`src/rtl/fetch_addr_gen.sv`:
```
// Fetch program counter plus a first-word-fall-through address FIFO feeding the fetch stage.
// Jump or JTAG reset flushes all queued addresses and restarts the sequential stream.
module fetch_addr_gen #(
  parameter int          DEPTH    = 8,
  parameter int          PTR_W    = 3,
  parameter logic [31:0] RESET_PC = 32'h0000_0000
) (
  input  logic             clk,
  input  logic             rst,
  input  logic             jtag_reset_flag_i,
  input  logic             jump_flag_i,
  input  logic [31:0]      jump_addr_i,
  input  logic             hold_flag_i,
  input  logic             addr_fifo_ren,
  output logic [31:0]      addr_fifo_r,
  output logic             addr_fifo_empty,
  output logic             addr_fifo_full,
  output logic [PTR_W:0]   addr_fifo_count,
  output logic [31:0]      pc_o
);

  localparam logic [PTR_W:0] DEPTH_C = (PTR_W+1)'(DEPTH);

  logic [31:0]      mem_q [DEPTH];
  logic [31:0]      mem_d [DEPTH];
  logic [31:0]      pc_q, pc_d;
  logic [PTR_W-1:0] rptr_q, rptr_d;
  logic [PTR_W-1:0] wptr_q, wptr_d;
  logic [PTR_W:0]   count_q, count_d;
  logic             push, pop;

  assign addr_fifo_empty = (count_q == '0);
  assign addr_fifo_full  = (count_q == DEPTH_C);
  assign addr_fifo_count = count_q;
  assign addr_fifo_r     = mem_q[rptr_q];
  assign pc_o            = pc_q;

  always_comb begin
    pc_d    = pc_q;
    rptr_d  = rptr_q;
    wptr_d  = wptr_q;
    count_d = count_q;
    mem_d   = mem_q;
    push    = 1'b0;
    pop     = 1'b0;
    if (jump_flag_i) begin
      // redirect flushes the queue; any pop strobe this cycle is dropped
      pc_d    = {jump_addr_i[31:2], 2'b00};
      rptr_d  = '0;
      wptr_d  = '0;
      count_d = '0;
    end else begin
      push = ~addr_fifo_full & ~hold_flag_i;
      pop  = addr_fifo_ren & ~addr_fifo_empty;
      if (push) begin
        mem_d[wptr_q] = pc_q;
        wptr_d        = wptr_q + PTR_W'(1);
        pc_d          = pc_q + 32'd4;
      end
      if (pop) begin
        rptr_d = rptr_q + PTR_W'(1);
      end
      if (push && !pop) begin
        count_d = count_q + (PTR_W+1)'(1);
      end else if (pop && !push) begin
        count_d = count_q - (PTR_W+1)'(1);
      end
    end
  end

  always_ff @(posedge clk) begin
    if (rst || jtag_reset_flag_i) begin
      pc_q    <= RESET_PC & ~32'h3;
      rptr_q  <= '0;
      wptr_q  <= '0;
      count_q <= '0;
    end else begin
      pc_q    <= pc_d;
      rptr_q  <= rptr_d;
      wptr_q  <= wptr_d;
      count_q <= count_d;
    end
  end

  // storage needs no reset: entries are only read after being written
  always_ff @(posedge clk) begin
    mem_q <= mem_d;
  end

endmodule

```
`config.mk`:
```
export PLATFORM = sky130hd
export DESIGN_NAME = fetch_addr_gen
export DESIGN_NICKNAME = d
export VERILOG_FILES = /design/src/rtl/fetch_addr_gen.sv
export SDC_FILE = /design/constraint.sdc
export NUM_CORES = 1
export LEC_CHECK = 0
export BUFFER_PORTS_ARGS = -buffer_cell sky130_fd_sc_hd__buf_2
export CAP_MARGIN = 20
export CORE_ASPECT_RATIO = 1.75
export CORE_UTILIZATION = 59
export DETAILED_ROUTE_END_ITERATION = 12
export HOLD_SLACK_MARGIN = 0.06
export PLACE_DENSITY = 0.79
export SLEW_MARGIN = 20
export SYNTH_ARGS = -nofsm -noshare
export SYNTH_HDL_FRONTEND = slang
export SYNTH_SLANG_ARGS = --single-unit
```
`constraint.sdc`:
```
create_clock -name clk -period 5.2 [get_ports clk]
set_input_delay 0.78 -clock clk [delete_from_list [all_inputs] [get_ports clk]]
set_output_delay 0.78 -clock clk [all_outputs]
set_load 0.01 [all_outputs]
```
# Word level (Yosys, flattened, before mapping)
# Cells that the tools add are included.
op_classes:
  addsub: 5
  mul: 0
  n_div: 0
  n_lt_le_gt_ge: 3
  eq_ne: 1
  shift: 0
  n_mux: 10
  n_bitwise: 8
  reduce_logical: 11
ops:
  columns: ["cell", "n"]
  rows:
  - ["$bwmux W256", 1]
  - ["$mux W32", 5]
  - ["$bmux W32 S3", 1]
  - ["$demux W32 S3", 1]
  - ["$add A32 B3 Y32 const B", 1]
  - ["$ge A4 B4 Y1 const B", 2]
  - ["$mux W4", 2]
  - ["$not A3 Y4", 2]
  - ["$add A3 B1 Y3 const B", 2]
  - ["$add A4 B1 Y4 const B", 1]
  - ["$eq A4 B4 Y1 const B", 1]
  - ["$logic_not A4 Y1", 1]
  - ["$lt A4 B1 Y1 const B", 1]
  - ["$not A1 Y1", 4]
  - ["$reduce_bool A2 Y1", 2]
  - ["$sub A4 B1 Y4 const B", 1]
  - ["$logic_and A1 B1 Y1", 3]
  - ["$and A1 B1 Y1", 2]
  - ["$logic_not A1 Y1", 2]
  - ["$reduce_and A2 Y1", 1]
  - ["$reduce_or A2 Y1", 1]
  - ["$logic_or A1 B1 Y1", 1]
totals:
  register_bits: 298
  latchBits: 0
  mem_bits_rw: 0
  rom_bits: 0
  out_inout_bits: 70
  memories: 0

# Depth between registers and ports, before layout
logic_depth:
  word_depth: 7
  mapped_depth: 11
  depth_no_buf: 11

# Worst setup path before layout
# No wires, ideal clock.
synth_path:
  kind: "in2reg"
  start: "input port hold_flag_i"
  end: "register mem_q[100] (netlist bit), enable pin"
  setup_time_ns: 0.492
  arrival_time_ns: 4.207
  path_slack_ns: 0.501
  path_stages: 4
  cell_sequence: "or2_2 > inv_2 > nand2_1 > nor4_1"
synth_between:
  elab_chain_len: 3
synth_rtl:
  columns: ["element", "line_no", "text"]
  rows:
  - ["start: declaration", "13", "input logic hold_flag_i,"]
  - ["$not A1 Y1", "53", "push = ~addr_fifo_full & ~hold_flag_i;"]
  - ["$and A1 B1 Y1", "53", null]
  - ["$reduce_and A2 Y1 (no line)", null, null]
  - ["end signal: assignment", "87", "mem_q <= mem_d;"]
  - ["end: declaration", "24", "logic [31:0] mem_q [DEPTH];"]
# Every way passes these cells.
# A chain may end at the register's enable or synchronous reset.

# Worst setup path after layout
layout_path:
  start: "register rptr_q[1]"
  end: "output port addr_fifo_r[29]"
layout_between:
  elab_chain_len: 4
layout_rtl:
  columns: ["element", "line_no", "text"]
  rows:
  - ["start: declaration", "27", "logic [PTR_W-1:0] rptr_q, rptr_d;"]
  - ["start signal: assignment", "79", "rptr_q <= rptr_d;"]
  - ["$not A3 Y4 (not written as such)", "35", "assign addr_fifo_r = mem_q[rptr_q];"]
  - ["$bmux W32 S3", "35", null]
  - ["$mux W32 (not written as such) (2 in series)", "35", null]
  - ["end: declaration", "15", "output logic [31:0] addr_fifo_r,"]
# Every way passes these cells. The select of a mux whose other input is x is not followed.

==> flow_summary.toml <==
[outcome]
status = "complete, no violations"

[logic_synthesis]
synth-main-ff-cell = "edfxtp_1"
yosys.area_share.simple_pct = 5.36
synth_compound_area_share_pct = 3.18
ys_top_cells_by_count = "240 x edfxtp_1, 60 x mux4_2, 40 x dfxtp_1"
synth_most_common_cell = "edfxtp_1"
syn_avg_cell_area_sq_um = 18.2
synth.distinct_cells = 46
syn_area_sq_mm = 0.0112
synthCells = 616
synthArstFlopShare_pct = 0
synth_top_family_by_area = "multiplexers"
ys_seq_elements = 280
synth_top_area_cell = "edfxtp_1"
synth_xor_area_share_pct = 2.42
yosysWarnings = 0
synth_mux_area_share_pct = 15.3
seq_area_frac_synth_pct = 71.4
synth.top_cell.area_share_pct = 64.2
synth_edf_count = 240
synthTopCellsByArea = "edfxtp_1 64%, mux4_2 12%, dfxtp_1 7.1%, mux2_2 3.0%, xor2_1 1.7%"
synth-adder-area-share_pct = 0.847

[global_route]
met2_usage_pct = 44.7
grt_use_met3_pct = 2.83
antenna_found_initial = 0
gr-total-overflow = 0
grt_start_max_net_pins = 50
use_met1_pct = 30.8
grt_pass1_wl_microns = 36300
grt.busiest_layer = "met2"
grt_pass1_vias = 6334
grt_usage_pct = 25.2

[sta]
tightest_slew_ns = 1.02
timing.fmax_mhz = 277
finalSetupTns_ns = 0
min_period_over_period_pct = 69.5
skew_ns = 0.0101
fin_ws_ns = 1.59
finalSetupViolations = 0
hold_viol = 0
rsz0062_at_grt = "no"
post-route-min-period_ns = 3.61
drv_slew = 0
slew_headroom_pct = 32.1

[clock_tree]
clk_pin_slew_ns = 0.07
clkLatencyLatePin_ns = 0.50
cts-root-buf = "clkbuf_16"
clock_sinks = 280
cts_buffer_depth = 3
cts_hold_buf = 0
cts.repair.resized = 0
numCtsBuffers = 23
htreeDepth = 1
post_cts_buffers = 0
cts_tree = "yes"

[detailed_routing]
route.vias.total = 6074
drtIter0Drc = 510
ant_nets = 0
post_drt_wl_per_cell_microns = 24.2
drc = 0
vias_per_cell = 6.19
wirelength_microns = 23700
drt-pass1-iter-count = 7

[power]
powerDensity_mw_per_mm2 = 347
ir_drop_uv = 360
p_total_mw = 4.46
leakagePower_nw = 4.44

[final_layout]
area_delta_synth_final_pct = 14.5
layout-drive-gt1-share_pct = 35.3
diodes = 0
final_net_count = 773

[place]
port_buffers = 101
dp_slack_ns = 2.03
place_hpwl_microns = 15100
gp_congestion = 0.801

[critical_path]
crit_end = "addr_fifo_r[29]"
worstPathRequired_ns = 4.42
crit_type = "reg -> out"
r2r-end = "addr_fifo_count[3]"
reg2reg_from = "addr_fifo_count[0]"
cpPeakStageDelay_ns = 0.98
cp_cell_sequence = "buf_4 -> mux4_2 -> mux2_2 -> buf_2"
cp.arrival_ns = 2.83
setup.worst_path.start = "rptr_q[1]"
start_kind = "flop"
end_kind = "output pin"
crit_slowest_cell = "dfxtp_2"
path_max_fanout = 38
r2r_cells = 11
rrSetupSlack_ns = 2.05

[hold_path]
worstHoldPathType = "in -> reg"

[job]
maxCapViolations = 0

[floorplanning]
core-area_sq_mm = 0.0186
die_y_microns = 184
io-pin-count = 108
dieArea_sq_mm = 0.0196
num_rows = 66
start_util_pct = 60.4
die_w_microns = 106
==> cell usage in the layout, fill, tap and decap left out, drive strengths merged, types with 2 or more instances in the layout <==
cell,instances
a21oi,23
a31oi,3
and2,3
and3,2
and4,2
buf,117
bufinv,5
clkbuf,31
clkinv,5
conb,4
dfxtp,40
edfxtp,240
ha,6
inv,5
mux2,30
mux2i,3
mux4,60
nand2,20
nand2b,2
nand3,13
nand4,15
nor2,22
nor3,2
nor4,9
nor4b,2
o21ai,32
o21ba,2
or3,5
xnor2,9
xor2,22
==> area by class of cell <==
class | count | area [sq um]
clock buffers | 31 | 626
clock inverters | 10 | 173
fillers | 1188 | 5730
inverters | 5 | 18.8
multi-input cells | 301 | 3090
flip-flops and latches | 280 | 8010
well taps | 238 | 298
repair buffers | 117 | 626
==> critical path, delay by kind of cell, from the launching register on <==
family / cells / cell delay, ns
muxes: 2 / 0.67
DFF: 1 / 0.98
buffers and inverters: 2 / 0.64
==> metal layers <==
| layer | wire, microns | vias to the layer above | part of all wire, % |
|---|---|---|---|
| met5 | 0 | - | 0 |
| met4 | 1050 | 0 | 4.4 |
| met3 | 1410 | 68 | 5.9 |
| met2 | 12700 | 297 | 53 |
| met1 | 8580 | 3030 | 36 |
| li1 | - | 2679 | - |
==> flip-flops by register name, summed over array words and instances, names as in the netlist <==
register	cells
pc_o	30
addr_fifo_count	4
wptr_q	3
mem_q	240
rptr_q	3
==> worst min path at each step <==
stage / startpoint / end / slack (ns) / cells after the start
finish: rst / pc_o[15] / 0.50 / 2
global route: rst / pc_o[15] / 0.50 / 2
CTS: rst / pc_o[15] / 0.49 / 2
detailed placement: addr_fifo_count[3] / addr_fifo_count[3] / 0.53 / 2
global placement: addr_fifo_count[3] / addr_fifo_count[3] / 0.50 / 2
floorplan: wptr_q[2] / wptr_q[2] / 0.49 / 2
==> power breakdown <==
part	total [mW]	internal, mW	switching [mW]
combinational	0.153	0.0695	0.0838
sequential	2.49	2.45	0.0408
clock	1.82	1.09	0.726
total	4.46	3.61	0.851
==> stage by stage <==
stage	cells	cell area (sq um)	hold WS [ns]	util, %
2_1_floorplan	619	11200	0.494	-
3_3_place_gp	941	12000	0.504	64.8
3_5_place_dp	941	12000	0.535	64.8
4_1_cts	982	12800	0.488	69.1
5_1_grt	982	12800	0.502	69.1
6_report	982	12800	0.504	69.1
==> logic make-up after synthesis <==
logic type                 after synthesis
buffers and inverters                   38
DFF                                    280
AOI/OAI and AO/OA                       65
adders and majority gates                7
other                                    1
and+or+nand+nor                        101
muxes                                   93
xor gates and xnor gates                31
(Power assumes the default switching activity.)
